## config.mk

```make
export PLATFORM = sky130hd
export DESIGN_NAME = ctrl_pipe
export DESIGN_NICKNAME = d
export VERILOG_FILES = /design/src/rtl/ctrl_pipe.sv
export SDC_FILE = /design/constraint.sdc
export NUM_CORES = 1
export LEC_CHECK = 0
export BUFFER_PORTS_ARGS = -buffer_cell sky130_fd_sc_hd__buf_2
export CORE_ASPECT_RATIO = 0.6
export CORE_MARGIN = 3
export CORE_UTILIZATION = 40
export CTS_BUF_LIST = sky130_fd_sc_hd__clkbuf_8
export CTS_CLUSTER_DIAMETER = 80
export DETAILED_ROUTE_END_ITERATION = 16
export PLACE_DENSITY = 0.72
export SYNTH_ARGS = -nofsm -noshare
export SYNTH_HDL_FRONTEND = slang
export SYNTH_SLANG_ARGS = --single-unit
```

## constraint.sdc

```tcl
create_clock -name clk_i -period 2.2 [get_ports clk_i]
set_input_delay 0 -clock clk_i [delete_from_list [all_inputs] [get_ports clk_i]]
set_output_delay 0 -clock clk_i [all_outputs]
set_load 0.01 [all_outputs]
```

## src/rtl/ctrl_pipe.sv

```systemverilog
// ctrl_pipe: carries the decoder control bundle through ID/EX, EX/MEM and MEM/WB, with hazard detection.
// CTRL_PIPE_FWD_EN defined: EX forwarding plus load-use stall. Undefined: full interlock, forwarding tied off.
module ctrl_pipe #(
  parameter int RW = 5,
  parameter int CW = 8
) (
  input  logic          clk_i,
  input  logic          rst_n_i,
  input  logic [CW-1:0] ctrl_i,
  input  logic [RW-1:0] rs_i,
  input  logic [RW-1:0] rt_i,
  input  logic [RW-1:0] rd_i,
  input  logic          flush_i,
  output logic          stall_o,
  output logic          ex_alusrc_o,
  output logic [1:0]    ex_aluop_o,
  output logic [RW-1:0] ex_rs_o,
  output logic [RW-1:0] ex_rt_o,
  output logic [1:0]    fwd_a_o,
  output logic [1:0]    fwd_b_o,
  output logic          mem_memread_o,
  output logic          mem_memwrite_o,
  output logic          wb_regwrite_o,
  output logic          wb_memtoreg_o,
  output logic [RW-1:0] wb_wreg_o
);

  localparam int B_REGWRITE = 7;
  localparam int B_MEMREAD  = 5;
  localparam int B_ALUSRC   = 3;
  localparam int B_REGDST   = 0;

  logic [CW-1:0] r_ctrl_p0;
  logic [RW-1:0] r_rs_p0;
  logic [RW-1:0] r_rt_p0;
  logic [RW-1:0] r_rd_p0;
  logic [3:0]    r_ctrl_p1;
  logic [RW-1:0] r_wreg_p1;
  logic          r_regwrite_p2;
  logic          r_memtoreg_p2;
  logic [RW-1:0] r_wreg_p2;

  logic [RW-1:0] w_wreg_ex;
  logic          w_loaduse;
  logic          w_bubble;

  assign w_wreg_ex = r_ctrl_p0[B_REGDST] ? r_rd_p0 : r_rt_p0;
  assign w_loaduse = r_ctrl_p0[B_MEMREAD] && (r_rt_p0 != '0) &&
                     ((r_rt_p0 == rs_i) || (r_rt_p0 == rt_i));
  assign w_bubble  = stall_o | flush_i;

`ifdef CTRL_PIPE_FWD_EN
  // Newest producer wins: EX/MEM is checked before MEM/WB.
  function automatic logic [1:0] fwd_sel(input logic [RW-1:0] src);
    if (r_ctrl_p1[3] && (r_wreg_p1 != '0) && (r_wreg_p1 == src))
      return 2'b10;
    else if (r_regwrite_p2 && (r_wreg_p2 != '0) && (r_wreg_p2 == src))
      return 2'b01;
    else
      return 2'b00;
  endfunction

  assign stall_o = w_loaduse;
  assign fwd_a_o = fwd_sel(r_rs_p0);
  assign fwd_b_o = fwd_sel(r_rt_p0);
`else
  logic w_raw_ex;
  logic w_raw_mem;

  // WB-stage matches are covered by the write-before-read register file.
  assign w_raw_ex  = r_ctrl_p0[B_REGWRITE] && (w_wreg_ex != '0) &&
                     ((w_wreg_ex == rs_i) || (w_wreg_ex == rt_i));
  assign w_raw_mem = r_ctrl_p1[3] && (r_wreg_p1 != '0) &&
                     ((r_wreg_p1 == rs_i) || (r_wreg_p1 == rt_i));
  assign stall_o   = w_loaduse | w_raw_ex | w_raw_mem;
  assign fwd_a_o   = 2'b00;
  assign fwd_b_o   = 2'b00;
`endif

  always_ff @(posedge clk_i or negedge rst_n_i) begin
    if (!rst_n_i) begin
      r_ctrl_p0     <= '0;
      r_rs_p0       <= '0;
      r_rt_p0       <= '0;
      r_rd_p0       <= '0;
      r_ctrl_p1     <= '0;
      r_wreg_p1     <= '0;
      r_regwrite_p2 <= 1'b0;
      r_memtoreg_p2 <= 1'b0;
      r_wreg_p2     <= '0;
    end else begin
      // ID/EX: a bubble zeroes the control so stray ctrl_i bits never propagate
      r_ctrl_p0     <= w_bubble ? '0 : ctrl_i;
      r_rs_p0       <= rs_i;
      r_rt_p0       <= rt_i;
      r_rd_p0       <= rd_i;
      // EX/MEM
      r_ctrl_p1     <= r_ctrl_p0[7:4];
      r_wreg_p1     <= w_wreg_ex;
      // MEM/WB
      r_regwrite_p2 <= r_ctrl_p1[3];
      r_memtoreg_p2 <= r_ctrl_p1[2];
      r_wreg_p2     <= r_wreg_p1;
    end
  end

  assign ex_alusrc_o    = r_ctrl_p0[B_ALUSRC];
  assign ex_aluop_o     = r_ctrl_p0[2:1];
  assign ex_rs_o        = r_rs_p0;
  assign ex_rt_o        = r_rt_p0;
  assign mem_memread_o  = r_ctrl_p1[1];
  assign mem_memwrite_o = r_ctrl_p1[0];
  assign wb_regwrite_o  = r_regwrite_p2;
  assign wb_memtoreg_o  = r_memtoreg_p2;
  assign wb_wreg_o      = r_wreg_p2;

endmodule

```

==> results.yml <==
worst_setup_path:
  rr_startpoint: "r_ctrl_p0[0]"
  crit_slowest_cell: "dfrtp_2"
  slowest_delay_ns: 0.51
  reg2reg_slack_ns: 0.25
  critPathMaxFanout: 6
  cp.required_ns: 2.20
  crit_path_start: "r_ctrl_p0[0]"
  cp.buffers_inverters: 1
  path_cells: "mux2i_4 -> xnor2_1 -> nor3_1 -> nand3_1 -> a21oi_4 -> nand2b_1 -> buf_2"
  crit_type: "reg -> out"
  start_kind: "flop"
  worstPathArrival_ns: 2.10
  reg2reg_to: "r_ctrl_p0[6]"
  reg2regPathDepth: 6
  endpoint_kind: "output pin"
  cp_top_family: "flip-flops"
route:
  wirelength_mm: 3.763
  dr.pass1.iters: 4
  routed_via_density: 4.840
  drt-wirelength-per-cell_um: 15.49
  initialDrtViolationCount: 50
  num_vias: 1176
  drc: 0
  ant_nets: 0
yosys:
  synth-async-reset-ratio_pct: 100.0
  synth-seq-cells: 39
  syn_inst: 116
  synthFlopType: "dfrtp_1"
  syn_area_sq_um: 1618
  ys_warn_count: 0
  avgSynthCellArea_sq_um: 13.95
  ys_seq_area_share_pct: 60.32
  synth_edf_count: 0
  synth.distinct_cells: 23
layout:
  filler_cell_count: 313
  syn2layout_area_growth_pct: 39.83
  fin_util_pct: 59.75
  drive_above_1_share_pct: 34.69
  num_antenna_cells: 0
  nets: 221
power:
  power.density_nw_per_um2: 722.3
  power_frac_clock_pct: 36.0
  switching_share_pct: 24.91
  pwr-share-seq_pct: 48.8
  power_leakage_nw: 1.063
  switchingPower_uw: 407.0
  p_int_mw: 1.227
  ir_worst_vdd_v: 0.0004629
  finalPower_mw: 1.634
  p_comb_share_pct: 15.2
floorplanning:
  core_area_sq_um: 3786
  die_area_sq_um: 4868
  row_count: 17
  die_h_um: 55.26
  pin_count: 53
  start_util_pct: 42.73
  die_w_um: 88.10
clock_tree:
  root_buffer: "clkbuf_8"
  cts_tree: "built"
  numCtsBuffers: 5
  clk_pin_slew_ns: 0.07
  clock_latency_ns: 0.29
  cts_buffer_depth: 2
  tritoncts_num_sinks: 39
  h-tree-depth: 2
grt:
  grt_util_met3_pct: 5.514
  grt_max_degree: 40
  met2_usage_pct: 22.75
  busiest_layer: "met1"
  antenna_found_initial: 0
  use_met1_pct: 24.25
  grt_use_total_pct: 16.66
  grt_overflow: 0
  grt_pass1_wl_mm: 5.989
  grt_pass1_vias: 1177
outcome:
  status: "completed"
timing:
  timing.fmax_ghz: 0.4763
  setup_viol: 0
  hold_viol: 0
  period_needed_ns: 2.099
  maxSlewHeadroom_pct: 44.79
  fin_crit_sh_pct: 95.43
  report.final.slew_viol_count: 0
  tightest_slew_ns: 0.8282
  fin_skew_ns: 0.005051
placed_design:
  gp_congestion: 0.8179
  hpwl_mm: 2.615
  portBuffers: 48
job:
  drv_cap: 0
worst_hold_path:
  worstHoldPathCells: 2
  holdPathEnd: "r_rd_p0[2]"
  hp-start: "rd_i[2]"
  min_path_type: "in -> reg"
## cells in the mapped netlist (all sizes together), types with 2 or more instances
cell	n	share of area [%]
buf	7	3.5
xor2	14	7.6
mux2i	5	4.9
nor4bb	8	4.9
inv	5	1.2
or4	2	0.93
nor3	6	2.2
nand3	4	1.5
a31oi	2	0.77
dfrtp	39	60
o21ai	3	0.93
xnor2	16	8.7
## power by group through the flow
stage               clock network (mW)  logic [mW]  registers, mW
floorplan                            0       0.117          0.813
global placement                     0       0.201          0.807
detailed placement                   0       0.209          0.811
CTS                              0.602       0.244          0.797
global route                     0.636       0.270          0.803
finish                           0.589       0.248          0.797
## cells in the final DEF, fill, tap and decap left out
cell type	instances
clkbuf_8	5
mux2i_1	1
buf_4	3
xnor2_1	16
a31oi_1	2
mux2i_4	2
a21oi_4	1
dfrtp_2	1
nand2b_1	1
bufinv_16	1
nor4bb_1	8
dfrtp_1	38
nand4_1	1
clkinv_4	1
nand3_1	3
o21ai_0	1
dlygate4sd3_1	25
nor3_2	1
xor2_1	14
or4_1	2
nor3_1	5
o22a_2	1
clkinv_2	1
o21ai_1	2
inv_1	5
mux2i_2	2
nand3_2	1
conb_1	4
buf_2	48
## worst max-delay path by stage
stage,to,slack (ns),cells past startpoint
floorplan,r_ctrl_p0[0],0.58,4
global placement,stall_o,0.34,7
detailed placement,r_ctrl_p0[2],0.24,5
CTS,stall_o,0.06,6
global route,stall_o,-0.01,7
finish,stall_o,0.10,7
## repair_timing
action	4_1_cts	5_1_grt
hold endpoints to repair	62	0
hold buffers	25	0
gates resized for setup	1	1
setup buffers	0	3
endpoints found under the setup margin	1	1
pin swaps	0	1
## stage by stage
| step | instance area, sq um | hold slack, ns | setup WS (ns) | instances | TNS, ns |
|---|---|---|---|---|---|
| finish | 2262 | 0.3407 | 0.1005 | 243 | 0 |
| global route | 2262 | 0.3406 | -0.01479 | 243 | -0.01479 |
| CTS | 2236 | 0.3308 | 0.05600 | 240 | 0 |
| detailed placement | 1872 | 0.1093 | 0.2403 | 207 | 0 |
| global placement | 1872 | 0.1084 | 0.3376 | 207 | 0 |
| floorplan | 1629 | -0.2956 | 0.5836 | 119 | 0 |
## logic make-up (layout without fill, tap and decap cells)
family | after synthesis | in the layout | share of synthesized area, %
mux | 5 | 5 | 4.872
buf+inv | 12 | 89 | 4.640
xor+xnor | 30 | 30 | 16.24
other cells | 1 | 4 | 0.2318
compound gates | 7 | 7 | 3.326
flops | 39 | 39 | 60.33
simple gates | 22 | 22 | 10.36
## metal layers
layer  part of all wire, %  vias to the layer above
li1                      -                      542
met1                    46                      574
met4                   2.0                        0
met2                    45                       51
met5                     0                        -
met3                   7.5                        9
## area by class of cell
class	instances	area [sq um]	share of cell area (%)
Sequential cell	39	977.2	43.20
Clock inverter	3	43.79	1.936
Clock buffer	5	68.82	3.042
Inverter	5	18.77	0.8296
Timing Repair Buffer	76	513.0	22.68
Tap cell	47	58.81	2.600
Multi-Input combinational cell	68	581.8	25.72
## sequential cells by signal (all words and copies together) (netlist names)
signal / count
r_ctrl_p1: 4
r_rd_p0: 5
r_ctrl_p0: 8
wb_regwrite_o: 1
r_wreg_p1: 5
ex_rt_o: 5
wb_memtoreg_o: 1
wb_wreg_o: 5
ex_rs_o: 5
Note: power is estimated with default switching activity, not from simulation.
